===== src/rtl/midi_pkg.sv =====
// midi_pkg: shared constants and types for the MIDI-to-floppy voice controller.
// Holds status nibbles, controller numbers, setpoint width, parser state and
// the internal action code passed from the parser stage to the voice stage.
package midi_pkg;

  localparam int SP_W = 22;

  localparam logic [3:0] NOTE_OFF = 4'h8;
  localparam logic [3:0] NOTE_ON  = 4'h9;
  localparam logic [3:0] CC       = 4'hB;
  localparam logic [3:0] PROG     = 4'hC;
  localparam logic [3:0] CHPRESS  = 4'hD;

  localparam logic [6:0] CC_ALL_SOUND_OFF = 7'd120;
  localparam logic [6:0] CC_ALL_NOTES_OFF = 7'd123;

  typedef enum logic [1:0] {
    IDLE  = 2'd0,
    DATA1 = 2'd1,
    DATA2 = 2'd2
  } par_state_e;

  // What a completed message asks the voice stage to do.
  typedef enum logic [1:0] {
    ACT_NONE    = 2'd0,
    ACT_ON      = 2'd1,
    ACT_OFF     = 2'd2,
    ACT_SILENCE = 2'd3
  } act_e;

endpackage


===== src/rtl/note_period_rom.sv =====
// note_period_rom: 128 x SP_W table of step periods in clock cycles per MIDI note.
// Ports: clk_i clock; addr_i note number; data_o registered period (1-cycle read).
// Entries are constants evaluated at elaboration from CLK_RATE (A4 = 440 Hz).
module note_period_rom
  import midi_pkg::*;
#(
  parameter int CLK_RATE = 50000000
) (
  input  logic            clk_i,
  input  logic [6:0]      addr_i,
  output logic [SP_W-1:0] data_o
);

  logic [SP_W-1:0] tbl [128];
  logic [SP_W-1:0] data_q;

  // Real-to-integer cast rounds to nearest; low notes that overflow SP_W are
  // outside the playable range and are simply truncated.
  for (genvar k = 0; k < 128; k++) begin : g_rom
    localparam real    PERIOD = real'(CLK_RATE) /
                                (440.0 * (2.0 ** ((real'(k) - 69.0) / 12.0)));
    localparam longint CYC    = longint'(PERIOD);
    assign tbl[k] = CYC[SP_W-1:0];
  end

  always_ff @(posedge clk_i) begin
    data_q <= tbl[addr_i];
  end

  assign data_o = data_q;

endmodule


===== src/rtl/midi_floppy_ctrl.sv =====
// midi_floppy_ctrl: parses MIDI channel voice bytes and drives 8 floppy voices.
// Ports: clk/rst; rx_data + new_rx_data byte strobe in; f_sp/f_en/note_active
// per-drive outputs (update 2 cycles after final byte); err_pulse on orphan data.
module midi_floppy_ctrl
  import midi_pkg::*;
#(
  parameter int CLK_RATE   = 50000000,
  parameter int NOTE_MIN   = 24,
  parameter int NOTE_MAX   = 83,
  parameter int NUM_DRIVES = 8
) (
  input  logic                       clk,
  input  logic                       rst,
  input  logic [7:0]                 rx_data,
  input  logic                       new_rx_data,
  output logic [SP_W*NUM_DRIVES-1:0] f_sp,
  output logic [NUM_DRIVES-1:0]      f_en,
  output logic [NUM_DRIVES-1:0]      note_active,
  output logic                       err_pulse
);

  localparam logic [6:0] NOTE_LO = 7'(NOTE_MIN);
  localparam logic [6:0] NOTE_HI = 7'(NOTE_MAX);

  // Parser state
  par_state_e state_q, state_d;
  logic [3:0] rs_q, rs_d;          // running status nibble
  logic [3:0] chan_q, chan_d;
  logic       rs_vld_q, rs_vld_d;
  logic       sysex_q, sysex_d;    // dropping data after a system common byte
  logic [6:0] d1_q, d1_d;
  logic       err_q, err_d;

  // Stage 1: decoded action, aligned with the ROM read
  act_e       act_q, act_d;
  logic [2:0] act_ch_q, act_ch_d;
  logic [6:0] act_note_q, act_note_d;

  // Stage 2: voice state
  logic [NUM_DRIVES-1:0] en_q, en_d;
  logic [SP_W-1:0]       sp_q   [NUM_DRIVES];
  logic [SP_W-1:0]       sp_d   [NUM_DRIVES];
  logic [6:0]            note_q [NUM_DRIVES];
  logic [6:0]            note_d [NUM_DRIVES];

  logic            done;
  logic            one_byte;
  logic [6:0]      d2;
  logic [SP_W-1:0] rom_dat;

  assign one_byte = (rs_q == PROG) || (rs_q == CHPRESS);
  assign d2       = rx_data[6:0];

  note_period_rom #(.CLK_RATE(CLK_RATE)) u_rom (
    .clk_i  (clk),
    .addr_i (d1_q),
    .data_o (rom_dat)
  );

  // Byte classification and message assembly
  always_comb begin
    state_d  = state_q;
    rs_d     = rs_q;
    chan_d   = chan_q;
    rs_vld_d = rs_vld_q;
    sysex_d  = sysex_q;
    d1_d     = d1_q;
    err_d    = 1'b0;
    done     = 1'b0;
    if (new_rx_data) begin
      if (rx_data >= 8'hF8) begin
        // realtime: transparent to the parser
      end else if (rx_data >= 8'hF0) begin
        rs_vld_d = 1'b0;
        sysex_d  = 1'b1;
        state_d  = IDLE;
      end else if (rx_data[7]) begin
        rs_d     = rx_data[7:4];
        chan_d   = rx_data[3:0];
        rs_vld_d = 1'b1;
        sysex_d  = 1'b0;
        state_d  = DATA1;
      end else if (state_q == DATA2) begin
        done    = 1'b1;
        state_d = DATA1;
      end else if (state_q == DATA1 || rs_vld_q) begin
        d1_d    = rx_data[6:0];
        done    = one_byte;
        state_d = one_byte ? DATA1 : DATA2;
      end else if (!sysex_q) begin
        err_d = 1'b1;
      end
    end
  end

  // Message decode; d1 of a completing two-byte message is already in d1_q
  always_comb begin
    act_d      = ACT_NONE;
    act_ch_d   = chan_q[2:0];
    act_note_d = d1_q;
    if (done && !chan_q[3]) begin
      case (rs_q)
        NOTE_ON: begin
          if (d2 == 7'd0)                              act_d = ACT_OFF;
          else if (d1_q >= NOTE_LO && d1_q <= NOTE_HI) act_d = ACT_ON;
        end
        NOTE_OFF: act_d = ACT_OFF;
        CC: begin
          if (d1_q == CC_ALL_SOUND_OFF || d1_q == CC_ALL_NOTES_OFF)
            act_d = ACT_SILENCE;
        end
        default: act_d = ACT_NONE;
      endcase
    end
  end

  // Voice update; note-off match is checked against live state so that
  // messages completing two cycles apart see each other's effect.
  always_comb begin
    en_d   = en_q;
    sp_d   = sp_q;
    note_d = note_q;
    case (act_q)
      ACT_ON: begin
        note_d[act_ch_q] = act_note_q;
        sp_d[act_ch_q]   = rom_dat;
        en_d[act_ch_q]   = 1'b1;
      end
      ACT_OFF: begin
        if (en_q[act_ch_q] && note_q[act_ch_q] == act_note_q)
          en_d[act_ch_q] = 1'b0;
      end
      ACT_SILENCE: en_d[act_ch_q] = 1'b0;
      default: ;
    endcase
  end

  always_ff @(posedge clk) begin
    if (rst) begin
      state_q    <= IDLE;
      rs_q       <= 4'd0;
      chan_q     <= 4'd0;
      rs_vld_q   <= 1'b0;
      sysex_q    <= 1'b0;
      d1_q       <= 7'd0;
      err_q      <= 1'b0;
      act_q      <= ACT_NONE;
      act_ch_q   <= 3'd0;
      act_note_q <= 7'd0;
      en_q       <= '0;
      for (int i = 0; i < NUM_DRIVES; i++) begin
        sp_q[i]   <= '0;
        note_q[i] <= 7'd0;
      end
    end else begin
      state_q    <= state_d;
      rs_q       <= rs_d;
      chan_q     <= chan_d;
      rs_vld_q   <= rs_vld_d;
      sysex_q    <= sysex_d;
      d1_q       <= d1_d;
      err_q      <= err_d;
      act_q      <= act_d;
      act_ch_q   <= act_ch_d;
      act_note_q <= act_note_d;
      en_q       <= en_d;
      sp_q       <= sp_d;
      note_q     <= note_d;
    end
  end

  for (genvar g = 0; g < NUM_DRIVES; g++) begin : g_pack
    assign f_sp[g*SP_W +: SP_W] = sp_q[g];
  end

  assign f_en        = en_q;
  assign note_active = en_q;
  assign err_pulse   = err_q;

endmodule


===== config.mk =====
export PLATFORM = sky130hd
export DESIGN_NAME = midi_floppy_ctrl
export DESIGN_NICKNAME = d
export VERILOG_FILES = /design/src/rtl/midi_pkg.sv /design/src/rtl/note_period_rom.sv /design/src/rtl/midi_floppy_ctrl.sv
export SDC_FILE = /design/constraint.sdc
export NUM_CORES = 1
export LEC_CHECK = 0
export BUFFER_PORTS_ARGS = -buffer_cell sky130_fd_sc_hd__buf_2
export CAP_MARGIN = 20
export CORE_MARGIN = 8
export CORE_UTILIZATION = 35
export CTS_BUF_LIST = sky130_fd_sc_hd__clkbuf_4 sky130_fd_sc_hd__clkbuf_8
export DETAILED_ROUTE_END_ITERATION = 7
export GPL_TIMING_DRIVEN = 0
export PLACE_DENSITY = 0.61
export SYNTH_ARGS = -nofsm -noshare
export SYNTH_HDL_FRONTEND = slang
export SYNTH_SLANG_ARGS = --single-unit

===== constraint.sdc =====
create_clock -name clk -period 2.7 [get_ports clk]
set_input_delay 0.27 -clock clk [delete_from_list [all_inputs] [get_ports clk]]
set_output_delay 0.27 -clock clk [all_outputs]
set_load 0.01 [all_outputs]

# After elaboration in Yosys (flattened, before gate mapping)
# Memories as Yosys holds them, arrays and structs flattened. A register that Yosys moved wholly into a read port is not among the register bits.
# Index checks and enable logic that the tools add are counted.
# totals
ff_bits	272
mem_bits_ro	2816
input_bits	11
out_inout_bits	193
wordCells	116
memories	1
# mem_list
memory	words	word_bits	rd	rd_clocked_by_memory_dff	write_ports	line	text
(name not given)	128	22	1	1	0	note_period_rom.sv:27	data_q <= tbl[addr_i];
# op_classes
magnitude_cmp	8
eq_ne	14
n_mux	35
n_bitwise	11
n_reduce_logical	20
# ops
operator	count
176-bit bitwise mux	1
22-bit demux with 3-bit select	1
56-bit bitwise mux	1
8-bit one-hot mux with 3 select lines	1
22-bit 2-to-1 mux	1
7-bit binary-select mux with 3-bit select	1
7-bit demux with 3-bit select	1
7-bit 2-to-1 mux	3
4-bit == test (second input constant)	5
8-bit >= comparator (second input constant)	2
7-bit == test (second input constant)	2
1-bit 2-to-1 mux	14
2-bit 2-to-1 mux	7
8-bit AND	1
8-bit 2-to-1 mux	1
7-bit inverter with 8-bit output	1
8-bit inverter	1
8-bit bitwise OR	1
7-bit == test	1
7-bit by 5-bit >= comparator with 1-bit output (second input constant)	1
7-bit <= comparator (second input constant)	1
7-bit logical NOT	1
7-bit OR reduction	1
2-bit == test (second input constant)	3
other kinds (22)	35

# Depth between registers and ports, before layout
# Gate-level depths: netlist (run 1).
# depth
depth_word	11
mapped_depth	10
mapped_depth_nobuf	9

# Modules after synthesis
# Synthesis (run 1) repeated with hierarchy kept, for this count alone.
# unflattened
hier_cells	1789
hier_area_um2	13844.5
# modules_own_cells
module	instances	cells_each	area_each_um2	seq_area_each_um2
midi_floppy_ctrl	1	1292	10368.7	5445.2
note_period_rom	1	497	3475.8	440.4

# Least setup slack after synthesis (run 1)
# OpenSTA, ideal clock, no wires.
# synth_timing
path_type	reg2reg
startpoint	reg d1_q[2] (netlist: act_note_d[2])
endpoint	reg u_rom.data_q[13] (netlist: u_rom.data_o[13])
setup_time_ns	0.134
t_arrival_ns	2.182
required_time_ns	2.566
slack_ns	0.384
path_stages_with_launch	10
n_path_buf	3
period_less_slack_ns	2.316
cell_sequence	dfxtp_1 > inv_1 > clkbuf_1 > buf_1 > ha_1 > clkbuf_1 > nor2_1 > o21ai_0 > o21ai_0 > mux4_2
# synth_between
elab_chain_cells	1
# synth_lines
item	line	text
start, declared	midi_floppy_ctrl.sv:31	logic [6:0] d1_q, d1_d;
start signal, assigned	midi_floppy_ctrl.sv:145	d1_q <= 7'd0;
start signal, assigned	midi_floppy_ctrl.sv:161	d1_q <= d1_d;
7-bit inverter with 8-bit output (implied by the code)	note_period_rom.sv:27	
end, declared	note_period_rom.sv:15	logic [SP_W-1:0] data_q;
# No other way between the ends.
# A chain may end at the register's enable or synchronous reset.

# Final worst setup path (run 1)
# layout_timing
startpoint	reg d1_q[1] (netlist: act_note_d[1])
endpoint	reg u_rom.data_q[4] (netlist: u_rom.data_o[4])
# The elaborated chain is that of the path after synthesis.

==> impl_metrics.ini, run 1 <==
[power]
pwr-share-clk_pct = 42.8
comb_power_share_pct = 9.3
seqPwrFrac_pct = 47.9
power.density_nw_per_um2 = 575.4
switching_share_pct = 25.87
internal_power_uw = 6852
totalPowerFinal_uw = 9243
cellLeakagePower_uw = 0.006247
peakVddDrop_uv = 313.0
p_switching_uw = 2391

[synthesis]
synth_top_family_by_area = simple AND/OR/NAND/NOR gates
synth_area_um2 = 13300
synth_compound_area_share_pct = 17.80
synth_flop_cell = dfxtp_1
synth_edf_count = 0
synthMuxAreaShare_pct = 9.057
netlist_instances = 1709
yosys.area_share.simple_pct = 21.02
synth_seq_cells = 294
seq_area_frac_synth_pct = 44.24
synth-warning-count = 0
synthAdderAreaFrac_pct = 1.035
synth.distinct_cells = 60
syn_nets = 1731
synth_xor_area_share_pct = 0.6583
ys_async_sr_fraction_pct = 0
syn_area_per_cell_um2 = 7.785

[clocking]
cts_tree = yes
clk_latency_ns = 0.58
h-tree-depth = 2
clock_sinks = 294
cts_buffers = 46
clockBufferDepth = 3
root_buffer = clkbuf_8
clkTransAtPathRegs_ns = 0.06

[placed_design]
hpwl_mm = 39.13
place_ws_ns = -0.5179
dpl_cell_area_um2 = 14950
gp_congestion = 0.9640
port_buffers = 202

[global_route]
grt_start_max_net_pins = 13
grt_pass1_vias = 13047
grt_util_met1_pct = 27.91
use_met3_pct = 3.576
antenna_found_initial = 0
grt_overflow = 0
grt_util_all_layers_pct = 22.94
grt_pass1_wl_mm = 79.52
use_met2_pct = 39.40
grt-busiest-layer = met2

[sta]
tightest_slew_ns = 1.011
finalCritPeriodShare_pct = 96.69
slew-limit-headroom_pct = 32.26
fin_ws_ns = 0.08935
min_period_ns = 2.611
rsz0062_at_grt = no
finalHoldViolations = 0
drv_slew = 0
setup_viol = 0
fin_skew_ns = 0.02896
fmax_ghz = 0.3830

[detailed_routing]
avgViaCountPerCell = 5.287
wirelength_mm = 53.13
drt_iter0_markers = 1076
first_pass_iters = 5
post_drt_wl_per_cell_um = 21.15
ant_nets = 0
vias = 13280
remaining_drc_errors = 0

[final_layout]
stdcell_area_um2 = 16060
nets = 1990
antenna_cells = 0
final_util_pct = 42.75
area_delta_synth_final_pct = 20.75
drive_gt1_share_pct = 20.24

[setup_path]
cp_top_family = multiplexers
crit_required_ns = 3.19
startpoint_type = flip-flop
crit_path_end_kind = flip-flop
critical_path_class = reg2reg
arrival_ns = 3.10
crit_buf_inv = 1
max_stage_delay_ns = 0.52
path_cells = clkbuf_1 > nand2_1 > o21ai_0 > mux2i_1 > mux4_2 > a21oi_1
cp_max_fo = 10
slowest_stage = mux4_2

[floorplan]
ios = 204
die_y_um = 211.0
die_area_um2 = 44510
num_rows = 71
core_area_um2 = 37580
initial_core_util_pct = 35.40
die_x_um = 211.0

[worst_hold_path]
hold_path.class = in2reg

[outcome]
outcome = finished, final reports clean

[job]
cap_violations = 0
## worst reg2reg max path, stage by stage (launching register included)
cell,delay (ns)
dfxtp_2,0.43
clkbuf_1,0.50
nand2_1,0.28
o21ai_0,0.30
mux2i_1,0.27
mux4_2,0.52
a21oi_1,0.24
## metal layers
layer	vias up	share of wire [%]	routed length (um)
met2	556	48	25550
met1	6329	41	21760
met5	-	0	0
met3	141	6.6	3501
met4	0	4.4	2315
li1	6254	-	-
## synthesized netlist by cell type, drive strengths merged (2+ instances only)
cell / instances / area, um2
mux2i: 60 / 600.6
o21ai: 60 / 300.3
buf: 72 / 372.9
clkbuf: 105 / 409.1
mux2: 5 / 56.30
nor2b: 16 / 100.1
o31ai: 2 / 15.01
a22oi: 9 / 67.56
o21a: 2 / 15.01
nor4: 3 / 48.80
o221ai: 2 / 17.52
nor3: 15 / 75.07
nor4b: 2 / 17.52
dfxtp: 294 / 5886
a211o: 3 / 26.28
xor2: 2 / 17.52
a31oi: 19 / 118.9
a211oi: 14 / 105.1
or2: 3 / 18.77
a221o: 2 / 20.02
and2: 3 / 18.77
o211ai: 9 / 67.56
nor2: 82 / 307.8
nand3: 16 / 80.08
xnor2: 8 / 70.07
mux4: 24 / 548.0
a21o: 11 / 82.58
a21oi: 286 / 1431
nand4: 2 / 12.51
nand2: 520 / 1952
nand2b: 16 / 100.1
ha: 11 / 137.6
inv: 11 / 41.29
## worst paths after layout
path                            slack [ns]           from               to  cells past startpoint
worst min-delay path                  0.05     rx_data[3]        chan_q[3]                      3
worst min register to register        0.43        sysex_q        err_pulse                      1
worst max register to register        0.09  act_note_d[1]  u_rom.data_o[4]                      6
worst max-delay path                  0.09  act_note_d[1]  u_rom.data_o[4]                      6
## cell type report
class / count / area (um2)
repair buffers: 213 / 1111
clock inverters: 6 / 40.04
flip-flops and latches: 294 / 5891
inverters: 11 / 48.80
well taps: 511 / 639.4
plain buffers: 175 / 788.3
multi-input cells: 1227 / 6608
clock buffers: 75 / 938.4
fillers: 3857 / 21510
## logic make-up (layout without fill, tap and decap cells)
kind of cell / Yosys count / count (layout)
and+or+nand+nor: 686 / 686
AOI/OAI and AO/OA: 431 / 431
DFF: 294 / 294
buffers and inverters: 188 / 480
muxes: 89 / 89
adders and majority gates: 11 / 11
xor gates and xnor gates: 10 / 10
## state kept, by name, summed over array words and instances (netlist names), named ones only
name	cells
f_sp	176
note_q	56
u_rom.data_o	22
act_note_d	7
act_note_q	7
chan_q	4
rs_q	4
act_ch_q	3
act_q	2
state_q	2
err_pulse	1
rs_vld_q	1
sysex_q	1
## layout by cell type, fill, tap and decap left out, types with 22 or more instances in the layout
cell,instances
clkbuf_1,86
o21ai_0,57
dfxtp_1,292
nand2_1,519
mux2i_1,60
buf_2,246
a21oi_1,286
mux4_2,22
nor2_1,81
clkbuf_8,60
## what timing repair did
action / in CTS / in global routing
hold buffers: 7 / 0
setup buffers: 4 / 0
gates cloned: 0 / 0
hold endpoints to repair: 9 / 0
gates resized for setup: 11 / 13
pin swaps: 0 / 0
setup endpoints to repair: 22 / 12
## stage by stage
step | TNS, ns | hold slack [ns] | cells
final | 0 | 0.05313 | 2512
after detailed placement | -7.482 | 0.4225 | 2422
after CTS | 0 | 0.02851 | 2514
after floorplan | 0 | 0.3986 | 1709
after global placement | -8.683 | 0.4097 | 2422
after global routing | 0 | 0.05808 | 2512
## power groups by stage
stage | Sequential [uW] | Clock (uW) | Combinational [uW]
finish | 4430 | 3950 | 861
global route | 4430 | 4200 | 910
CTS | 4430 | 4000 | 844
detailed placement | 4520 | 0 | 828
global placement | 4520 | 0 | 837
floorplan | 4510 | 0 | 514
Note: power is estimated with default switching activity, not from simulation.
==> run 2: changes to the inputs <==
--- a/config.mk
+++ b/config.mk
@@ -5,7 +5,7 @@
 export SDC_FILE = /design/constraint.sdc
 export NUM_CORES = 1
 export LEC_CHECK = 0
-export BUFFER_PORTS_ARGS = -buffer_cell sky130_fd_sc_hd__buf_2
+export BUFFER_PORTS_ARGS = -buffer_cell sky130_fd_sc_hd__buf_4
 export CAP_MARGIN = 20
 export CORE_MARGIN = 8
 export CORE_UTILIZATION = 35
==> run 2 against run 1 <==
Net effect:
- via count grew 0.59%
- global-route usage grew 0.17 points
- register-to-register slack barely moved
- final area rose by 3.0%
- sequential share of layout area shrank 1.1 points
- worst hold slack got worse by 0.021 ns
- sequential power about the same
- count of clock-buffer cells in the layout down 3
- critical endpoint is now u_rom.data_o[13]
==> impl_metrics.ini, run 2 (synthesis gave the netlist of run 1 again) <==
[outcome]
outcome = finished, final reports clean

[sta]
tightest_slew_ns = 1.061
fmax_ghz = 0.3810
setup_viol = 0
min_period_ns = 2.625
whs_ns = 0.03210
fin_skew_ns = 0.03490
slew-limit-headroom_pct = 28.94
finalHoldViolations = 0
drv_slew = 0
rsz0062_at_grt = no
fin_ws_ns = 0.07502
finalCritPeriodShare_pct = 97.22

[detailed_routing]
drt_iter0_markers = 1151
first_pass_iters = 5
post_drt_wl_per_cell_um = 21.22
ant_nets = 0
remaining_drc_errors = 0
avgViaCountPerCell = 5.320
vias = 13359
wirelength_mm = 53.28

[worst_hold_path]
hold_path.class = in2reg

[placed_design]
place_ws_ns = -0.4528
dpl.cell_count = 2422
port_buffers = 202
dpl_cell_area_um2 = 15460
gp_congestion = 0.9731
hpwl_mm = 39.33

[setup_path]
path_cells = clkinvlp_4 > ha_1 > nand2b_1 > nand3_1 > o21ai_0 > mux2i_1 > mux4_2
cp_top_family = multiplexers
crit_buf_inv = 1
startpoint_type = flip-flop
crit_path_end_kind = flip-flop
slowest_stage = mux4_2
arrival_ns = 3.07
crit_required_ns = 3.14
critical_path_class = reg2reg
max_stage_delay_ns = 0.49
cp_max_fo = 9

[final_layout]
drive_gt1_share_pct = 20.15
nets = 1989
largest_register_ffs = 176
stdcell_area_um2 = 16550
final_common_cell = nand2_1
area_delta_synth_final_pct = 24.37
instances_no_fill = 2511
antenna_cells = 0
final_cell_mix = 519 x nand2_1, 292 x dfxtp_1, 286 x a21oi_1

[clocking]
clk_latency_ns = 0.59
cts_tree = yes
clkTransAtPathRegs_ns = 0.06
root_buffer = clkbuf_8
clock_sinks = 294
clockBufferDepth = 3
h-tree-depth = 2
cts_buffers = 45

[floorplan]
die_y_um = 211.0
die_area_um2 = 44510
die_x_um = 211.0
num_rows = 71
core_area_um2 = 37580
initial_core_util_pct = 35.40
ios = 204

[power]
power.density_nw_per_um2 = 557.1
cellLeakagePower_uw = 0.006216
peakVddDrop_uv = 302.2

[global_route]
antenna_found_initial = 0
grt_pass1_wl_mm = 79.99
grt_pass1_vias = 12883
grt_overflow = 0
grt_start_max_net_pins = 12
grt_util_all_layers_pct = 23.10

[job]
cap_violations = 0
[run 2: cell types whose count changed in the layout (fill, tap and decap cells not counted), moves of 2 or more]
cell	delta
clkbuf_1	-2
buf_4	+202
clkbuf_8	-4
buf_2	-202
clkinvlp_4	+2
[run 2: final cells by class]
| cell class | instances | area [um2] |
|---|---|---|
| Fill cell | 3837 | 21030 |
| Inverter | 11 | 48.80 |
| Buffer | 175 | 789.5 |
| Timing Repair Buffer | 213 | 1617 |
| Tap cell | 511 | 639.4 |
| Multi-Input combinational cell | 1227 | 6603 |
| Clock buffer | 72 | 890.9 |
| Clock inverter | 8 | 70.07 |
| Sequential cell | 294 | 5888 |
[run 2: power breakdown]
| part | internal, uW | total [uW] | switching (uW) |
|---|---|---|---|
| Sequential | 4400 | 4430 | 30.9 |
| Combinational | 260 | 864 | 603 |
| Clock | 2180 | 3930 | 1740 |
[run 2: final timing paths]
kind                               startpoint               end  slack, ns  depth (start not counted)
worst max-delay path            act_note_d[0]  u_rom.data_o[13]       0.08                          7
worst min register to register        sysex_q         err_pulse       0.43                          1
worst max register to register  act_note_d[0]  u_rom.data_o[13]       0.08                          7
worst min-delay path               rx_data[3]         chan_q[3]       0.03                          3
[run 2: routing by layer]
layer,GRT usage [%],up-vias,routed length (um)
met2,39.31,628,25440
met5,0,-,0
li1,-,6257,-
met3,4.273,134,4013
met4,9.966,0,2194
met1,28.32,6340,21630
[run 2: through the flow]
stage | setup TNS, ns | utilization (%) | power [uW]
after floorplan | 0 | - | 5023
after global placement | -7.739 | 41.14 | 5359
after detailed placement | -5.551 | 41.14 | 5349
after CTS | 0 | 44.00 | 9256
after global routing | 0 | 44.03 | 9511
final | 0 | 44.03 | 9218
[run 2: what timing repair did]
item                                    CTS  global route
buffers inserted                          4             0
gates resized for setup                   9            14
pin swaps                                 0             0
endpoints found under the hold margin    11             0
hold buffers                              7             0
endpoints found under the setup margin   22            13
[run 2: tightest hold or removal path: stages]
cell and delay [ns]:
buf_4 0.13, mux2i_1 0.08, nor2_1 0.07
==> run 3: changes to the inputs <==
--- a/config.mk
+++ b/config.mk
@@ -7,12 +7,14 @@
 export LEC_CHECK = 0
 export BUFFER_PORTS_ARGS = -buffer_cell sky130_fd_sc_hd__buf_4
 export CAP_MARGIN = 20
+export CORE_ASPECT_RATIO = 0.8
 export CORE_MARGIN = 8
 export CORE_UTILIZATION = 35
 export CTS_BUF_LIST = sky130_fd_sc_hd__clkbuf_4 sky130_fd_sc_hd__clkbuf_8
 export DETAILED_ROUTE_END_ITERATION = 7
 export GPL_TIMING_DRIVEN = 0
-export PLACE_DENSITY = 0.61
+export PLACE_DENSITY = 0.6
 export SYNTH_ARGS = -nofsm -noshare
 export SYNTH_HDL_FRONTEND = slang
+export SYNTH_HIERARCHICAL = 1
 export SYNTH_SLANG_ARGS = --single-unit
==> constraint.sdc (replaced) <==
create_clock -name clk -period 2.7 [get_ports clk]
set_input_delay 0.405 -clock clk [delete_from_list [all_inputs] [get_ports clk]]
set_output_delay 0.405 -clock clk [all_outputs]
set_load 0.01 [all_outputs]
==> run 3 against run 2 <==
Net effect:
- clock skew fell by 0.0079 ns
- via count grew 9.3%
- synthesized cell count increased by 4.7%
- first-iteration DRC count increased by 48%
- sequential share of layout area down 1.1 points
- combinational power rose by 15%
- highest routed layer is now met5
- fmax down 1.8%
- setup slack got worse by 0.048 ns
- wire length increased by 21%
- area after synthesis increased by 4.1%
- critical endpoint is now u_rom/data_o[16]
- worst hold slack gained 0.051 ns
==> impl_metrics.ini, run 3 <==
[synthesis]
synth_edf_count = 0
yosys.area.top_type = dfxtp_1
synth_top_area_share_pct = 42.51
syn_nets = 1810
synth_compound_area_share_pct = 20.71
synthMuxAreaShare_pct = 5.386
synth-warning-count = 6
synth_area_um2 = 13840
synth_seq_cells = 294
synth_top_family_by_area = simple AND/OR/NAND/NOR gates
yosys-top-cells-area = dfxtp_1 43%, nand2_1 14%, a21oi_1 10%
synth.distinct_cells = 86
synth_xor_area_share_pct = 0.8134
syn_area_per_cell_um2 = 7.739
netlist_instances = 1789
yosysMostFrequentCell = nand2_1
ys_top_cells_by_count = 521 x nand2_1, 294 x dfxtp_1, 284 x a21oi_1, 86 x clkbuf_1, 77 x nor2_1
synth_flop_cell = dfxtp_1
synthAdderAreaFrac_pct = 0.9038
seq_area_frac_synth_pct = 42.51
ys_async_sr_fraction_pct = 0
yosys.area_share.simple_pct = 22.63

[clocking]
clockBufferDepth = 3
clk_latency_ns = 0.59
root_buffer = clkbuf_8
clkTransAtPathRegs_ns = 0.06
h-tree-depth = 2
cts_tree = yes
clock_sinks = 294
cts_buffers = 46

[sta]
finalCritPeriodShare_pct = 99.01
rsz0062_at_grt = no
drv_slew = 0
setup_viol = 0
fin_ws_ns = 0.02663
tightest_slew_ns = 0.9335
tns_ns = 0
slew-limit-headroom_pct = 37.77
fmax_ghz = 0.3741
min_period_ns = 2.673
finalHoldViolations = 0
fin_skew_ns = 0.02704

[detailed_routing]
ant_nets = 0
post_drt_wl_per_cell_um = 24.71
first_pass_iters = 5
drt_iter0_markers = 1704
avgViaCountPerCell = 5.601
vias = 14608
wirelength_mm = 64.43
remaining_drc_errors = 0

[final_layout]
final_util_pct = 43.61
largest_register_ffs = 176
nets = 2065
final_common_cell = nand2_1
drive_gt1_share_pct = 21.09
area_delta_synth_final_pct = 23.49
final_cell_mix = 521 x nand2_1, 290 x dfxtp_1, 283 x a21oi_1
antenna_cells = 0
stdcell_area_um2 = 17100

[floorplan]
die_x_um = 238.4
die_y_um = 193.9
die_area_um2 = 46220
num_rows = 65
core_area_um2 = 39200
initial_core_util_pct = 35.32
ios = 204

[power]
p_switching_uw = 2510
internal_power_uw = 6820
peakVddDrop_uv = 390.7
pwr-share-clk_pct = 41.9
switching_share_pct = 26.90
cellLeakagePower_uw = 0.006368
seqPwrFrac_pct = 47.5
comb_power_share_pct = 10.6
power.density_nw_per_um2 = 545.7

[placed_design]
hpwl_mm = 47.41
dpl_cell_area_um2 = 16030
port_buffers = 202
gp_congestion = 1.027
place_ws_ns = -1.332

[setup_path]
cp-startpoint = act_note_d[1]
startpoint_type = flip-flop
path_cells = buf_6 > clkinvlp_4 > ha_1 > buf_2 > buf_4 > xor2_2 > nor2_2 > a21oi_1 > a221oi_1 > o21ai_0
max_stage_delay_ns = 0.42
crit_required_ns = 3.12
slowest_stage = a221oi_1
regToRegStartpoint = act_note_d[1]
arrival_ns = 3.09
cp_max_fo = 10
critical_path_class = reg2reg
crit_path_end_kind = flip-flop

[outcome]
outcome = finished, final reports clean

[global_route]
use_met2_pct = 38.06
grt_pass1_wl_mm = 94.17
grt_start_max_net_pins = 13
grt_overflow = 0
grt-busiest-layer = met1
use_met3_pct = 8.040
antenna_found_initial = 2
grt_util_all_layers_pct = 26.90
grt_util_met1_pct = 38.18
grt_pass1_vias = 13949

[worst_hold_path]
hold_path.class = in2reg
hold_start = rx_data[0]

[job]
cap_violations = 0
[run 3: worst paths after layout]
| kind | cells past startpoint | slack (ns) | end |
|---|---|---|---|
| worst max-delay path | 10 | 0.03 | u_rom/data_o[16] |
| worst min-delay path | 3 | 0.08 | act_note_d[0] |
| worst max register to register | 10 | 0.03 | u_rom/data_o[16] |
| worst min register to register | 1 | 0.43 | err_pulse |
[run 3: layer usage]
layer | part of all wire, % | up-vias | wire length (um)
met5 | 0.023 | - | 15
met4 | 3.5 | 2 | 2253
met3 | 10 | 126 | 6728
met2 | 41 | 789 | 26370
met1 | 45 | 7088 | 29070
li1 | - | 6603 | -
[run 3: repair_timing]
item	CTS	global route
endpoints found under the hold margin	0	0
resized for setup	25	12
hold buffers	0	0
setup buffers	5	0
gates cloned	0	0
setup endpoints to repair	20	15
[run 3: cell families (layout without fill, tap and decap cells)]
family / count (synthesis) / count (layout)
AO/OA/AOI/OAI: 484 / 484
adder cells (fa/ha/maj): 10 / 10
multiplexers: 56 / 56
buffers and inverters: 197 / 480
flip-flops: 294 / 294
AND/OR/NAND/NOR: 736 / 736
XOR/XNOR: 12 / 12
[run 3: final cells by class]
cell class	instances	area, um2
Clock inverter	5	52.55
Clock buffer	71	877.1
Sequential cell	294	5896
Timing Repair Buffer	207	1554
Fill cell	4083	22100
Inverter	12	48.80
Buffer	185	948.4
Tap cell	536	670.6
Multi-Input combinational cell	1298	7049
[run 3: power by group through the flow]
| stage | logic [uW] | clock network [uW] | registers [uW] |
|---|---|---|---|
| after global placement | 946 | 0 | 4530 |
| final | 991 | 3910 | 4430 |
| after detailed placement | 933 | 0 | 4530 |
| after global routing | 1030 | 4180 | 4430 |
| after floorplan | 543 | 0 | 4520 |
| after CTS | 958 | 3950 | 4430 |
[run 3: metrics by stage]
stage / hold WS, ns / instances / total power, uW
2_1_floorplan: 0.3927 / 1789 / 5058
3_3_place_gp: 0.4244 / 2527 / 5472
3_5_place_dp: 0.4229 / 2527 / 5461
4_1_cts: 0.06098 / 2608 / 9337
5_1_grt: 0.09088 / 2608 / 9638
6_report: 0.08344 / 2608 / 9330
[run 3: critical path: cells and delay by family (launching register included)]
family,cells,cell delay (ns)
AOI/OAI and AO/OA,3,0.66
xor gates and xnor gates,1,0.15
adders and majority gates,1,0.29
buffers and inverters,4,0.83
DFF,1,0.36
and+or+nand+nor,1,0.21
